## config.mk

```make
export PLATFORM = sky130hd
export DESIGN_NAME = seq_divider
export DESIGN_NICKNAME = d
export VERILOG_FILES = /design/src/rtl/div_pkg.sv /design/src/rtl/div_addsub.sv /design/src/rtl/seq_divider.sv
export SDC_FILE = /design/constraint.sdc
export NUM_CORES = 1
export LEC_CHECK = 0
export ABC_AREA = 1
export BUFFER_PORTS_ARGS = -buffer_cell sky130_fd_sc_hd__buf_4
export CAP_MARGIN = 20
export CORE_AREA = 2 2 100 102
export CTS_CLUSTER_DIAMETER = 30
export DETAILED_ROUTE_END_ITERATION = 8
export DIE_AREA = 0 0 102 104
export PLACE_DENSITY = 0.75
export SLEW_MARGIN = 20
export SYNTH_ARGS = -nofsm -noshare
export SYNTH_HDL_FRONTEND = slang
export SYNTH_HIERARCHICAL = 1
export SYNTH_SLANG_ARGS = --single-unit
```

## constraint.sdc

```tcl
create_clock -name clk -period 3 [get_ports clk]
set_input_delay 0.3 -clock clk [delete_from_list [all_inputs] [get_ports clk]]
set_output_delay 0.3 -clock clk [all_outputs]
set_load 0.01 [all_outputs]
```

## src/rtl/div_pkg.sv

```systemverilog
// Shared widths and FSM state type for the sequential non-restoring divider.
package div_pkg;

  localparam int unsigned N  = 20;
  localparam int unsigned D  = 10;
  localparam int unsigned PW = D + 2;
  localparam int unsigned CW = $clog2(N);

  typedef enum logic [1:0] {
    IDLE = 2'd0,
    BUSY = 2'd1,
    FIX  = 2'd2,
    DONE = 2'd3
  } div_state_t;

endpackage

```

## src/rtl/div_addsub.sv

```systemverilog
// Partial-remainder adder/subtractor, shared by the iteration steps and the final correction.
module div_addsub
  import div_pkg::*;
(
  input  logic [PW-1:0] a,
  input  logic [PW-1:0] b,
  input  logic          sub,
  output logic [PW-1:0] y
);

  assign y = sub ? (a - b) : (a + b);

endmodule

```

## src/rtl/seq_divider.sv

```systemverilog
// Radix-2 non-restoring unsigned divider: one operation in flight, valid/ready on both sides.
module seq_divider
  import div_pkg::*;
(
  input  logic         clk,
  input  logic         rst,
  input  logic         in_valid,
  output logic         in_ready,
  input  logic [N-1:0] dividend,
  input  logic [D-1:0] divisor,
  output logic         out_valid,
  input  logic         out_ready,
  output logic [N-1:0] quotient,
  output logic [D-1:0] remainder,
  output logic         div_by_zero
);

  div_state_t    state, next_state;
  logic [PW-1:0] p;
  logic [N-1:0]  q;
  logic [D-1:0]  dv;
  logic [CW-1:0] cnt;

  logic [PW-1:0] as_a, as_b, as_y;
  logic          as_sub;

  // The shared adder sees the shifted remainder while iterating and the raw remainder during the fix-up.
  always_comb begin
    as_a   = {p[PW-2:0], q[N-1]};
    as_sub = ~p[PW-1];
    if (state == FIX) begin
      as_a   = p;
      as_sub = 1'b0;
    end
  end

  assign as_b = {2'b00, dv};

  div_addsub u_addsub (
    .a   (as_a),
    .b   (as_b),
    .sub (as_sub),
    .y   (as_y)
  );

  always_ff @(posedge clk) begin
    if (rst) state <= IDLE;
    else     state <= next_state;
  end

  always_comb begin
    next_state = state;
    case (state)
      IDLE: if (in_valid) next_state = (divisor == '0) ? DONE : BUSY;
      BUSY: if (cnt == '0) next_state = FIX;
      FIX:  next_state = DONE;
      DONE: if (out_ready) next_state = IDLE;
      default: next_state = IDLE;
    endcase
  end

  assign in_ready  = (state == IDLE);
  assign out_valid = (state == DONE);

  // Datapath and result registers; results are only rewritten when a new result is produced.
  always_ff @(posedge clk) begin
    if (rst) begin
      p           <= '0;
      q           <= '0;
      dv          <= '0;
      cnt         <= '0;
      quotient    <= '0;
      remainder   <= '0;
      div_by_zero <= 1'b0;
    end else begin
      case (state)
        IDLE: begin
          if (in_valid) begin
            if (divisor == '0) begin
              quotient    <= '1;
              remainder   <= dividend[D-1:0];
              div_by_zero <= 1'b1;
            end else begin
              dv  <= divisor;
              q   <= dividend;
              p   <= '0;
              cnt <= CW'(N - 1);
            end
          end
        end
        BUSY: begin
          p <= as_y;
          q <= {q[N-2:0], ~as_y[PW-1]};
          if (cnt != '0) cnt <= cnt - 1'b1;
        end
        FIX: begin
          quotient    <= q;
          remainder   <= p[PW-1] ? as_y[D-1:0] : p[D-1:0];
          div_by_zero <= 1'b0;
        end
        default: ;
      endcase
    end
  end

endmodule
```

==> summary.txt <==
Global route
  – All-Layer GR Usage: a little under a quarter
  – Grt ovf: 0
  – First-pass GRT wire length: 19.9 mm
  – Vias in the first global route: ~4500
  – Pin count of the biggest net entering global routing: 54
  – Initial antenna violation count: 0

STA
  – Fin. max-slew vios: 0
  – Setup TNS Final: 0 ns
  – Post-route minimum period: approximately 2.8 ns
  – Final hold vios: 0
  – Period utilization: between 90% and 100%
  – Final setup viols: 0
  – Worst Skew: 0.0128 ns
  – Slew @ Worst Pin: 0.571 ns
  – Fmax: between 300 and 400 MHz
  – Slew headroom: about three fifths

Cells and area
  – Proportion of layout cells with a drive suffix above 1: between 10% and 20%
  – Commonest non-fill, non-tap cell in the layout: nand2_1
  – Fillers: roughly 940
  – Multi-input logic area: 2840 sq um
  – P&R area growth vs syn: 17.9%
  – Number of antenna diodes: 0
  – Fin cells: about 960
  – Reg area: between 1500 and 2000 sq um
  – Cell area after layout: roughly 5700 sq um
  – Most frequent cells in the layout: 209 x nand2_1, 161 x nor2_1, 80 x dfxtp_1, 77 x buf_4, 75 x inv_1
  – Layout Nets: 872

Min path
  – Hold Path Class: input pin to flip-flop
  – Hold Startpoint: rst
  – WHS Path Cells: 2

Floorplanning
  – Initial Utilization: about half
  – Die span in y: around 100 um
  – Die width: between 100 and 150 um
  – Core ar.: 9550 sq um
  – I/O pin count: between 60 and 70
  – Die area: approximately 11000 sq um
  – Rows: 36

Detailed routing
  – DRT antenna net count: 0
  – Drt wl/cell: approximately 12 um
  – # DRC: 0
  – Vias/cell: a little under 5
  – Via Count: between 4000 and 5000
  – DR pass1 iterations: 5
  – DR iter-0 viols: around 220
  – Routed WL: roughly 12 mm

Yosys
  – Prevailing post-synth register cell: dfxtp_1
  – Post-Syn Instances: ~760
  – Syn avg cell area: 6.32 sq um
  – Post-synthesis cell type count: 38
  – Synthesized flop and latch total: 80
  – Mapped cell area: 4830 sq um
  – Post-synth EDFFs: 0
  – Async SR Flop Fraction: 0%
  – Synth warn: 6
  – Seq/Total Area, Yosys: about a third

Clock network
  – Clock input transition at the sequential cells of the worst setup and hold paths: around 0.090 ns
  – CTS Buf Count: 9
  – Num Clock Sinks: 80
  – Root Driver: clkbuf_8
  – CTS tree: done
  – Worst-Skew Late Latency: roughly 0.36 ns
  – Post-CTS Hold Buffers: 0
  – H-tree depth: 3
  – Deepest clock path buffer count: 2

Power
  – Share of power burned in the clock network: between 10% and 20%
  – Switch share: between 50% and 60%
  – Sequential Power Share: between 20% and 30%
  – Switching Power: 3.90 mW
  – VDD IR max: ~0.65 mV
  – Combinational Power Share: about two thirds
  – Leakage: between 2 and 3 nW
  – Power Dens Cells: 1360 nW/um^2
  – Pint: around 3.8 mW

Critical path
  – Reg2reg start: state[0]
  – CP Cell Sequence: inv_2, ha_4, nor2_4, buf_4, a31oi_2, xor2_1, inv_1, ha_2, nand2_1, nor2_1, nand3_2, nand4_1, nand2_1, nand2_1, o21ai_0, nand2_1, nand2_1, o21ai_0, nor2_1
  – Worst EP required: 3.25 ns
  – Critical path's slowest cell: ha_2
  – Cell count along the critical path: 19
  – Critical path buffers and inverters: 3
  – Worst setup EP type: flip-flop
  – Crit-path max FO: 6
  – Most used cell along the critical path: nand2_1
  – CP top delay family: simple AND/OR/NAND/NOR gates
  – Critical Path AT: about 3 ns
  – Critical Setup Path Class: flip-flop to flip-flop
  – Slowest stage delay, CP: between 0.3 and 0.4 ns
  – Crit path launch type: flip-flop
  – Worst Setup SP: state[0]
  – Reg2reg path depth: 19

Placed design
  – Area post-placement: between 5000 and 6000 sq um
  – Post-DP HPWL: 8.44 mm
  – Placed cell count: roughly 940
  – Port-buffer cells: 66
  – GP Congestion: around 0.9

Run status
  – Status: finished, final reports clean

Flow run
  – Max Cap Violations: 0
-- kinds of logic (layout without fill, tap and decap cells) --
logic type | Yosys count | count (layout) | synth area share, %
other | 1 | 4 | 0.0776
buffers and inverters | 119 | 177 | 10.1
AOI/OAI and AO/OA | 86 | 86 | 10.5
and+or+nand+nor | 435 | 435 | 36.6
adders and majority gates | 18 | 18 | 4.82
DFF | 80 | 80 | 33.2
muxes | 9 | 9 | 1.86
xor gates and xnor gates | 16 | 16 | 2.90
-- cell type report --
type,count,area share (%)
sequential,80,28.1
inverter,84,5.54
multi-input combinational,568,49.9
timing repair buffer,77,10.2
tap,133,2.92
clock inverter,6,0.901
clock buffer,10,2.42
-- through the flow --
step	total power [mW]	setup WS, ns	utilization (%)	hold slack (ns)
finish	7.72	0.238	59.6	0.143
CTS	7.52	0.0691	58.7	0.134
global route	8.53	-0.0241	59.6	0.151
floorplan	5.56	0.0262	-	0.369
global placement	6.60	0.0933	56.7	0.464
detailed placement	6.71	0.0726	56.7	0.473
-- routing by layer --
| layer | up-vias | track usage, % | wire length (um) |
|---|---|---|---|
| li1 | 2482 | - | - |
| met1 | 2117 | 28.6 | 5280 |
| met2 | 128 | 39.2 | 5740 |
| met3 | 16 | 3.36 | 506 |
| met4 | 0 | 7.52 | 185 |
| met5 | - | 0 | 0 |
-- flip-flops by register name, indices dropped and copies added, names as in the netlist --
register	count
remainder	10
dv	10
div_by_zero	1
quotient	20
p	12
q	20
state	2
cnt	5
-- path summary, 6_finish.rpt --
path / slack [ns] / endpoint
setup / recovery: 0.24 / remainder[9]
hold / removal: 0.14 / cnt[2]
setup reg to reg: 0.24 / remainder[9]
hold reg to reg: 0.49 / remainder[6]
-- timing repair --
item | in CTS | in global routing
gates resized for setup | 0 | 20
endpoints found under the setup margin | 0 | 11
buffers inserted | 0 | 0
hold endpoints to repair | 0 | 0
-- Yosys cell counts (all sizes together), types with 7 or more instances --
master  number  share of area [%]
buf         19                2.3
inv         81                6.3
nand4        7               0.91
a21oi       11                1.3
clkbuf      16                1.3
mux2i        9                1.9
dfxtp       80                 33
ha          17                4.4
a22oi       11                1.7
nand2      216                 17
nor2       171                 14
nand3       39                4.2
xor2        11                2.0
o21ai       56                6.0
-- worst register-to-register path, cell delays in order, from the launching register on --
cell     delay [ns]
dfxtp_1        0.35
inv_2          0.10
ha_4           0.16
nor2_4         0.05
buf_4          0.14
a31oi_2        0.15
xor2_1         0.19
inv_1          0.06
ha_2           0.38
nand2_1        0.11
nor2_1         0.15
nand3_2        0.13
nand4_1        0.11
nand2_1        0.08
nand2_1        0.06
o21ai_0        0.10
nand2_1        0.09
nand2_1        0.04
o21ai_0        0.16
nor2_1         0.05
-- power by group through the flow --
stage	logic, mW	registers (mW)	clock network, mW
after global routing	5.82	1.87	0.833
after detailed placement	4.88	1.84	0
final	5.13	1.82	0.770
after global placement	4.78	1.82	0
after CTS	4.92	1.82	0.782
after floorplan	3.70	1.86	0
Power figures use the tool's default switching activity.
